## config.mk

```make
export PLATFORM = sky130hd
export DESIGN_NAME = fir_gen
export DESIGN_NICKNAME = d
export VERILOG_FILES = /design/src/rtl/fir_gen.sv
export SDC_FILE = /design/constraint.sdc
export NUM_CORES = 2
export LEC_CHECK = 0
export BUFFER_PORTS_ARGS = -buffer_cell sky130_fd_sc_hd__buf_2
export CORE_MARGIN = 5
export CORE_UTILIZATION = 58
export CTS_BUF_LIST = sky130_fd_sc_hd__clkbuf_4 sky130_fd_sc_hd__clkbuf_8
export DETAILED_ROUTE_END_ITERATION = 8
export PLACE_DENSITY = 0.85
export SETUP_SLACK_MARGIN = 0.4
export SYNTH_ARGS = -nofsm -noshare
export SYNTH_HDL_FRONTEND = slang
export SYNTH_SLANG_ARGS = --single-unit
```

## constraint.sdc

```tcl
create_clock -name axis_clk -period 8.45 [get_ports axis_clk]
set_clock_uncertainty 0.05 [all_clocks]
set_input_delay 1.69 -clock axis_clk [delete_from_list [all_inputs] [get_ports axis_clk]]
set_output_delay 1.69 -clock axis_clk [all_outputs]
set_load 0.1 [all_outputs]
```

## src/rtl/fir_gen.sv

```systemverilog
// fir_gen: AXI-Lite programmed, AXI-Stream FIR filter with internal tap and
// sample registers and a single shared multiply-accumulate unit.
module fir_gen #(
  parameter int pADDR_WIDTH = 12,
  parameter int pDATA_WIDTH = 32,
  parameter int pTAP_MAX    = 11
) (
  input  logic                   axis_clk,
  input  logic                   axis_rst_n,
  input  logic [pADDR_WIDTH-1:0] awaddr,
  input  logic                   awvalid,
  output logic                   awready,
  input  logic [pDATA_WIDTH-1:0] wdata,
  input  logic                   wvalid,
  output logic                   wready,
  input  logic [pADDR_WIDTH-1:0] araddr,
  input  logic                   arvalid,
  output logic                   arready,
  output logic [pDATA_WIDTH-1:0] rdata,
  output logic                   rvalid,
  input  logic                   rready,
  input  logic [pDATA_WIDTH-1:0] ss_tdata,
  input  logic                   ss_tvalid,
  output logic                   ss_tready,
  input  logic                   ss_tlast,
  output logic [pDATA_WIDTH-1:0] sm_tdata,
  output logic                   sm_tvalid,
  input  logic                   sm_tready,
  output logic                   sm_tlast
);
  localparam int W  = pDATA_WIDTH;
  localparam int IW = $clog2(pTAP_MAX + 1);

  typedef enum logic [2:0] {S_IDLE, S_CLEAR, S_WAIT_IN, S_MAC, S_OUT, S_DONE} state_t;
  state_t state, state_nxt;

  logic signed [W-1:0] coef [pTAP_MAX];
  logic signed [W-1:0] x    [pTAP_MAX];
  logic        [W-1:0] data_length, tap_count, cnt, rd_val;
  logic signed [W-1:0] acc, acc_nxt;
  logic       [IW-1:0] tc, wptr, ridx, k;
  logic                wr_ack, wr_fire, start_req, ap_idle, ap_done, tlast_lat, last_out;

  function automatic logic is_coef(input logic [pADDR_WIDTH-1:0] a);
    return (a >= pADDR_WIDTH'('h40)) && (a < pADDR_WIDTH'('h40 + 4 * pTAP_MAX)) &&
           (a[1:0] == 2'b00);
  endfunction

  function automatic logic [IW-1:0] coef_sel(input logic [pADDR_WIDTH-1:0] a);
    logic [pADDR_WIDTH-1:0] off;
    off = a - pADDR_WIDTH'('h40);
    return off[IW+1:2];
  endfunction

  // Product truncated to W bits, accumulation wraps modulo 2^W.
  function automatic logic signed [W-1:0] mac_wrap(input logic signed [W-1:0] a,
                                                   input logic signed [W-1:0] c,
                                                   input logic signed [W-1:0] s);
    logic signed [W-1:0] prod;
    prod = c * s;
    return a + prod;
  endfunction

  // A tap count of zero or above the register file size behaves as the full size.
  assign tc        = (tap_count == '0 || tap_count > W'(pTAP_MAX)) ? IW'(pTAP_MAX)
                                                                    : tap_count[IW-1:0];
  assign awready   = wr_ack;
  assign wready    = wr_ack;
  assign wr_fire   = wr_ack && awvalid && wvalid;
  assign start_req = wr_fire && (awaddr == '0) && wdata[0] && (state == S_IDLE);
  assign ap_idle   = (state == S_IDLE) || (state == S_DONE);
  assign last_out  = ((data_length != '0) && (cnt + W'(1) == data_length)) || tlast_lat;
  assign acc_nxt   = mac_wrap(acc, coef[k], x[ridx]);

  // State register.
  always_ff @(posedge axis_clk) begin
    if (!axis_rst_n) state <= S_IDLE;
    else             state <= state_nxt;
  end

  // Next-state and stream handshake outputs.
  always_comb begin
    state_nxt = state;
    ss_tready = 1'b0;
    sm_tvalid = 1'b0;
    sm_tlast  = 1'b0;
    case (state)
      S_IDLE:    if (start_req) state_nxt = S_CLEAR;
      S_CLEAR:   state_nxt = S_WAIT_IN;
      S_WAIT_IN: begin
        ss_tready = 1'b1;
        if (ss_tvalid) state_nxt = S_MAC;
      end
      S_MAC:     if (k == tc - IW'(1)) state_nxt = S_OUT;
      S_OUT: begin
        sm_tvalid = 1'b1;
        sm_tlast  = last_out;
        if (sm_tready) state_nxt = last_out ? S_DONE : S_WAIT_IN;
      end
      S_DONE:    state_nxt = S_IDLE;
      default:   state_nxt = S_IDLE;
    endcase
  end

  // Register writes: one-cycle joint ready pulse, configuration locked while busy.
  always_ff @(posedge axis_clk) begin
    if (!axis_rst_n) begin
      wr_ack      <= 1'b0;
      data_length <= '0;
      tap_count   <= '0;
      for (int i = 0; i < pTAP_MAX; i++) coef[i] <= '0;
    end else begin
      wr_ack <= awvalid && wvalid && !wr_ack;
      if (wr_fire && ap_idle) begin
        if (awaddr == pADDR_WIDTH'('h10))      data_length <= wdata;
        else if (awaddr == pADDR_WIDTH'('h14)) tap_count   <= wdata;
        else if (is_coef(awaddr))              coef[coef_sel(awaddr)] <= wdata;
      end
    end
  end

  // Read data selection.
  always_comb begin
    rd_val = '0;
    if (araddr == '0) begin
      rd_val[1] = ap_done || (state == S_DONE);
      rd_val[2] = ap_idle;
    end else if (araddr == pADDR_WIDTH'('h10)) rd_val = data_length;
    else if (araddr == pADDR_WIDTH'('h14))     rd_val = W'(tc);
    else if (is_coef(araddr))                  rd_val = coef[coef_sel(araddr)];
  end

  // Read channel and sticky done flag, which clears once ap_ctrl is read.
  always_ff @(posedge axis_clk) begin
    if (!axis_rst_n) begin
      arready <= 1'b0;
      rvalid  <= 1'b0;
      rdata   <= '0;
      ap_done <= 1'b0;
    end else begin
      arready <= arvalid && !arready && !rvalid;
      if (arready && arvalid) begin
        rvalid <= 1'b1;
        rdata  <= rd_val;
      end else if (rvalid && rready) begin
        rvalid <= 1'b0;
      end
      if (state == S_DONE)                             ap_done <= 1'b1;
      else if (arready && arvalid && araddr == '0)     ap_done <= 1'b0;
    end
  end

  // Sample buffer, MAC sequencing and output sample/count registers.
  always_ff @(posedge axis_clk) begin
    if (!axis_rst_n) begin
      for (int i = 0; i < pTAP_MAX; i++) x[i] <= '0;
      wptr      <= '0;
      ridx      <= '0;
      k         <= '0;
      cnt       <= '0;
      acc       <= '0;
      tlast_lat <= 1'b0;
      sm_tdata  <= '0;
    end else begin
      case (state)
        S_CLEAR: begin
          for (int i = 0; i < pTAP_MAX; i++) x[i] <= '0;
          wptr      <= '0;
          cnt       <= '0;
          tlast_lat <= 1'b0;
        end
        S_WAIT_IN: if (ss_tvalid) begin
          x[wptr]   <= ss_tdata;
          ridx      <= wptr;
          wptr      <= (wptr == tc - IW'(1)) ? '0 : wptr + IW'(1);
          tlast_lat <= ss_tlast;
          k         <= '0;
          acc       <= '0;
        end
        S_MAC: begin
          acc  <= acc_nxt;
          k    <= k + IW'(1);
          ridx <= (ridx == '0) ? tc - IW'(1) : ridx - IW'(1);
          if (k == tc - IW'(1)) sm_tdata <= acc_nxt;
        end
        S_OUT: if (sm_tready) cnt <= cnt + W'(1);
        default: ;
      endcase
    end
  end
endmodule
```

# == Yosys cells after proc, flatten, opt, wreduce, memory -nomap -nowiden ==
# Memories as Yosys holds them, arrays and structs flattened. A register that Yosys moved wholly into a read port is not among the register bits.
# Index checks and enable logic that the tools add are counted.
# op_classes
bitwise,12
n_div,0
n_mux,69
n_eq_ne,16
n_shift,0
magnitude_cmp,5
mul,1
reduce_logical,47
n_addsub,8
# ops
operator,n
32-bit 2-to-1 mux,18
32-bit case mux with 2 select lines,2
32-bit OR reduction,2
"12-bit by 5-bit equality test with 1-bit output, second input constant",4
4-bit 2-to-1 mux,12
"32-bit by 1-bit adder with 32-bit output, second input constant",1
32-bit adder,1
32-bit equality test,1
"32-bit by 4-bit greater-than comparator with 1-bit output, second input constant",1
32-bit zero test,1
32-bit by 32-bit multiplier with 32-bit output,1
32-bit nonzero test,1
29-bit 2-to-1 mux,1
1-bit 2-to-1 mux,25
"12-bit by 7-bit greater-or-equal comparator with 1-bit output, second input constant",2
12-bit zero test,2
"12-bit by 7-bit less-than comparator with 1-bit output, second input constant",2
4-bit case mux with 2 select lines,3
1-bit logical AND,18
3-bit 2-to-1 mux,5
3-bit case mux with 5 select lines,1
"6-bit by 1-bit subtractor with 6-bit output, second input constant",2
1-bit bitwise OR,11
2-bit AND reduction,5
other kinds (18),36
# word_totals
output_inout_bits,71
mem_count,2
ram_bits,704
latch_bits,0
in_bits,97
mem_bits_ro,0
register_bits,212
# mem_list
memory,words,word_bits,read_ports,rd_clocked_by_memory_dff,wr,line,rtl
coef,11,32,2,1,11,37,logic signed [W-1:0] coef [pTAP_MAX];
x,11,32,1,1,11,38,logic signed [W-1:0] x [pTAP_MAX];

# == Longest topological paths before layout ==
# depth
ltp_word,11
ltp_mapped,38
depth_no_buf,32

# == Worst setup path before layout ==
# No wires, ideal clock.
# synth_path
path_kind,register to register
startpoint,reg (tool-made name)
endpoint,reg acc[31]
stages_incl_launch_ff,36
path_buffers,7
arrival_time_ns,8.666
synth_period_minus_slack_ns,8.843
path_slack_ns,-0.393
path_cell_list,dfxtp_1 > buf_6 > buf_12 > buf_6 > buf_6 > buf_6 > mux4_2 > mux2_2 > o21ai_1 > clkbuf_1 > clkbuf_1 > nor2_1 > fa_1 > inv_1 > fa_1 > fa_1 > inv_1 > fa_1 > inv_1 > fa_1 > inv_1 > fa_1 > fa_1 > inv_1 > fa_1 > inv_1 > ha_1 > and4_1 > a31o_2 > a21oi_1 > o21bai_1 > o41ai_1 > o21ai_0 > xnor2_1 > a22oi_1 > nor2_1
# synth_rtl
item,line,rtl
"end signal, assigned",181,acc <= acc_nxt;
"end, declared",40,"logic signed [W-1:0] acc, acc_nxt;"

==> summary.txt <==
first-pass GRT wire length: 338,300 um
CTS tree: done
RSZ-0062 raised after global routing: true
antenna violations before repair: 20
sequential-to-total area share from yosys stat: 47.33%
pre-CTS setup slack: -79.07 ps
DRC Markers: 0
EDFF count, synth: 992
status: complete, but fails checks
Main synth FF type: edfxtp_1
Tcrit/Tclk final: 104.0%
Syn Std Cell Area: 73,600 um^2
root buffer cell: clkbuf_8
worst-path fanout max: 6
Mapped Cells: 5,861
H-tree levels: 4
most common cell after layout, fill and taps aside: edfxtp_1
Die W: 366.2 um
CP Launch Type: register
slowest stage delay, CP: 700 ps
Overflow after GRT: 0
maxcap violations: 0
max_slew headroom: 17.16%
CTS clk-pin slew, worst paths: 70 ps
Yosys cell types: 68
Crit path buffers/inverters: 11
Slowest-stage cell, CP: mux4_2
core area: 125,900 um^2
Antenna Violating Nets Remaining: 0
largest cells by area after synthesis: edfxtp_1 (40%), mux4_2 (13%), fa_1 (12%), dfxtp_1 (6.9%), and2_1 (3.7%)
FP Rows: 130
Die Span Y: 366.2 um
DR vias/cell: 6.535
Total Die Area: 134,100 um^2
Synth area leader: edfxtp_1
Global Route Usage Sum: 33.43%
CP Data Required Time: 9170 ps
Crit. End Element: register
Port Buf Inserts: 167
clock period minus final worst setup slack: 8785 ps
largest net degree at the start of global routing: 97
Synth Warn #: 0
CTS Buf Count: 195
DR iter-0 viols: 8,424
Hold-fix buffers, CTS: 0
Mapped Avg Cell Area: 12.56 um^2
WP data arrival: 9500 ps
via count: 54,080
Crit path top cell by count: fa_1
worst min-delay path category: register to register
total wire length: 235,900 um
drt first pass iters: 8
Initial Util: 58.46%
area share of the leading cell type in the synthesized netlist: 40.47%
commonest non-fill, non-tap cells in the layout: edfxtp_1 (992), nor2_1 (671), inv_1 (588), and2_1 (437), mux4_2 (423)
Post-synth ARST share: 0%
fraction of layout cells with a size suffix above 1: 25.43%
#FFs+latches synth: 1,244
fmax: 113.8 MHz
Final Net Count: 7,146
vias in the first global route: 55,220
HPWL after detailed placement: 142,600 um
# fillers: 7,760
fin worst setup slack: -335.1 ps
WS Path Type: register to register
count of pins over their slew limit: 0
# setup viols final: 12
worst-margin pin slew: 1241 ps
Max clock buf depth: 3
area grow syn2layout: 16.52%
WL per Instance: 28.51 um
clk_lat worst skew: 940 ps
endpoints failing hold: 0
num ports: 168
CTS sink count: 1,244
failing checks: setup timing
CP top delay family: adder cells
Placer Congestion: 0.9382
-- routing by layer --
layer / part of all wire (%) / routed length [um] / up-vias / global-route usage [%]
met5: 0.026 / 62 / - / 0
met4: 8.0 / 18910 / 8 / 20.15
met3: 16 / 37470 / 1360 / 11.31
met2: 45 / 107200 / 5074 / 51.61
met1: 31 / 72260 / 26260 / 41.11
li1: - / - / 21380 / -
-- Yosys cell counts (38+ instances only) --
cell type / n
nand2_1: 407
clkbuf_1: 291
edfxtp_1: 992
nor2_1: 694
xnor2_1: 107
a21oi_1: 211
inv_1: 619
and2_1: 439
o21ai_0: 58
nor2b_1: 38
ha_1: 159
a221oi_1: 38
nor3_1: 50
dfxtp_1: 252
mux4_2: 420
fa_1: 438
mux2i_1: 60
nand2b_1: 85
nand3_1: 61
-- final cells by class --
class,instances,area (um^2),share of cell area [%]
Multi-Input combinational cell,3777,36700,42.79
Sequential cell,1244,34860,40.65
Timing Repair Buffer,612,5557,6.479
Clock buffer,283,3520,4.104
Inverter,622,2356,2.747
Tap cell,1650,2064,2.407
Clock inverter,73,671.9,0.7834
Antenna cell,15,37.54,0.04377
-- per-stage QoR --
stage | TNS [ps] | hold WS (ps) | std cells | utilization [%] | area [um^2]
after CTS | 0 | 400.3 | 8191 | 66.97 | 84310
after detailed placement | -421.4 | 388.7 | 7764 | 62.57 | 78770
final | -1827 | 403.6 | 8276 | 68.12 | 85760
after global routing | -5180 | 423.0 | 8267 | 68.11 | 85740
after global placement | -6.556 | 384.6 | 7764 | 62.57 | 78770
after floorplan | 0 | 386.0 | 6020 | - | 74440
-- registers in the layout, summed over array words and instances, names as in the netlist, named ones only --
register / count
ridx: 4
arready: 1
tlast_lat: 1
rdata: 32
tap_count: 32
state: 3
rvalid: 1
x: 512
awready: 1
wptr: 4
sm_tdata: 32
coef: 512
data_length: 32
ap_done: 1
k: 4
acc: 32
cnt: 32
-- logic make-up (layout without fill, tap and decap cells) --
logic type               Yosys count  in the layout  share of synthesized area, %
AND/OR/NAND/NOR                 1903           1903                         12.29
flip-flops                      1244           1244                         47.33
buffers and inverters            999           1590                         5.474
adder cells (fa/ha/maj)          597            597                         14.62
multiplexers                     510            510                         14.34
AO/OA/AOI/OAI                    463            463                         4.190
XOR/XNOR                         144            144                         1.761
other                              1            175                      0.005095
-- repair_timing --
| action | in CTS | in global routing |
|---|---|---|
| cloned | 10 | 4 |
| gates resized for setup | 90 | 181 |
| endpoints found under the setup margin | 34 | 40 |
| buffers inserted | 61 | 66 |
| pin swaps | 45 | 102 |
-- path summary, 6_finish.rpt --
path         cells past startpoint  endpoint  startpoint  slack [ps]
max reg2reg                     32   acc[30]    register        -340
max                             32   acc[30]    register        -340
min reg2reg                      1   arready      rvalid         400
min                              1   arready      rvalid         400
Power is left out: the tool's default activity adds up to more than one toggle a clock period on the data nets, which glitch-free logic cannot reach.
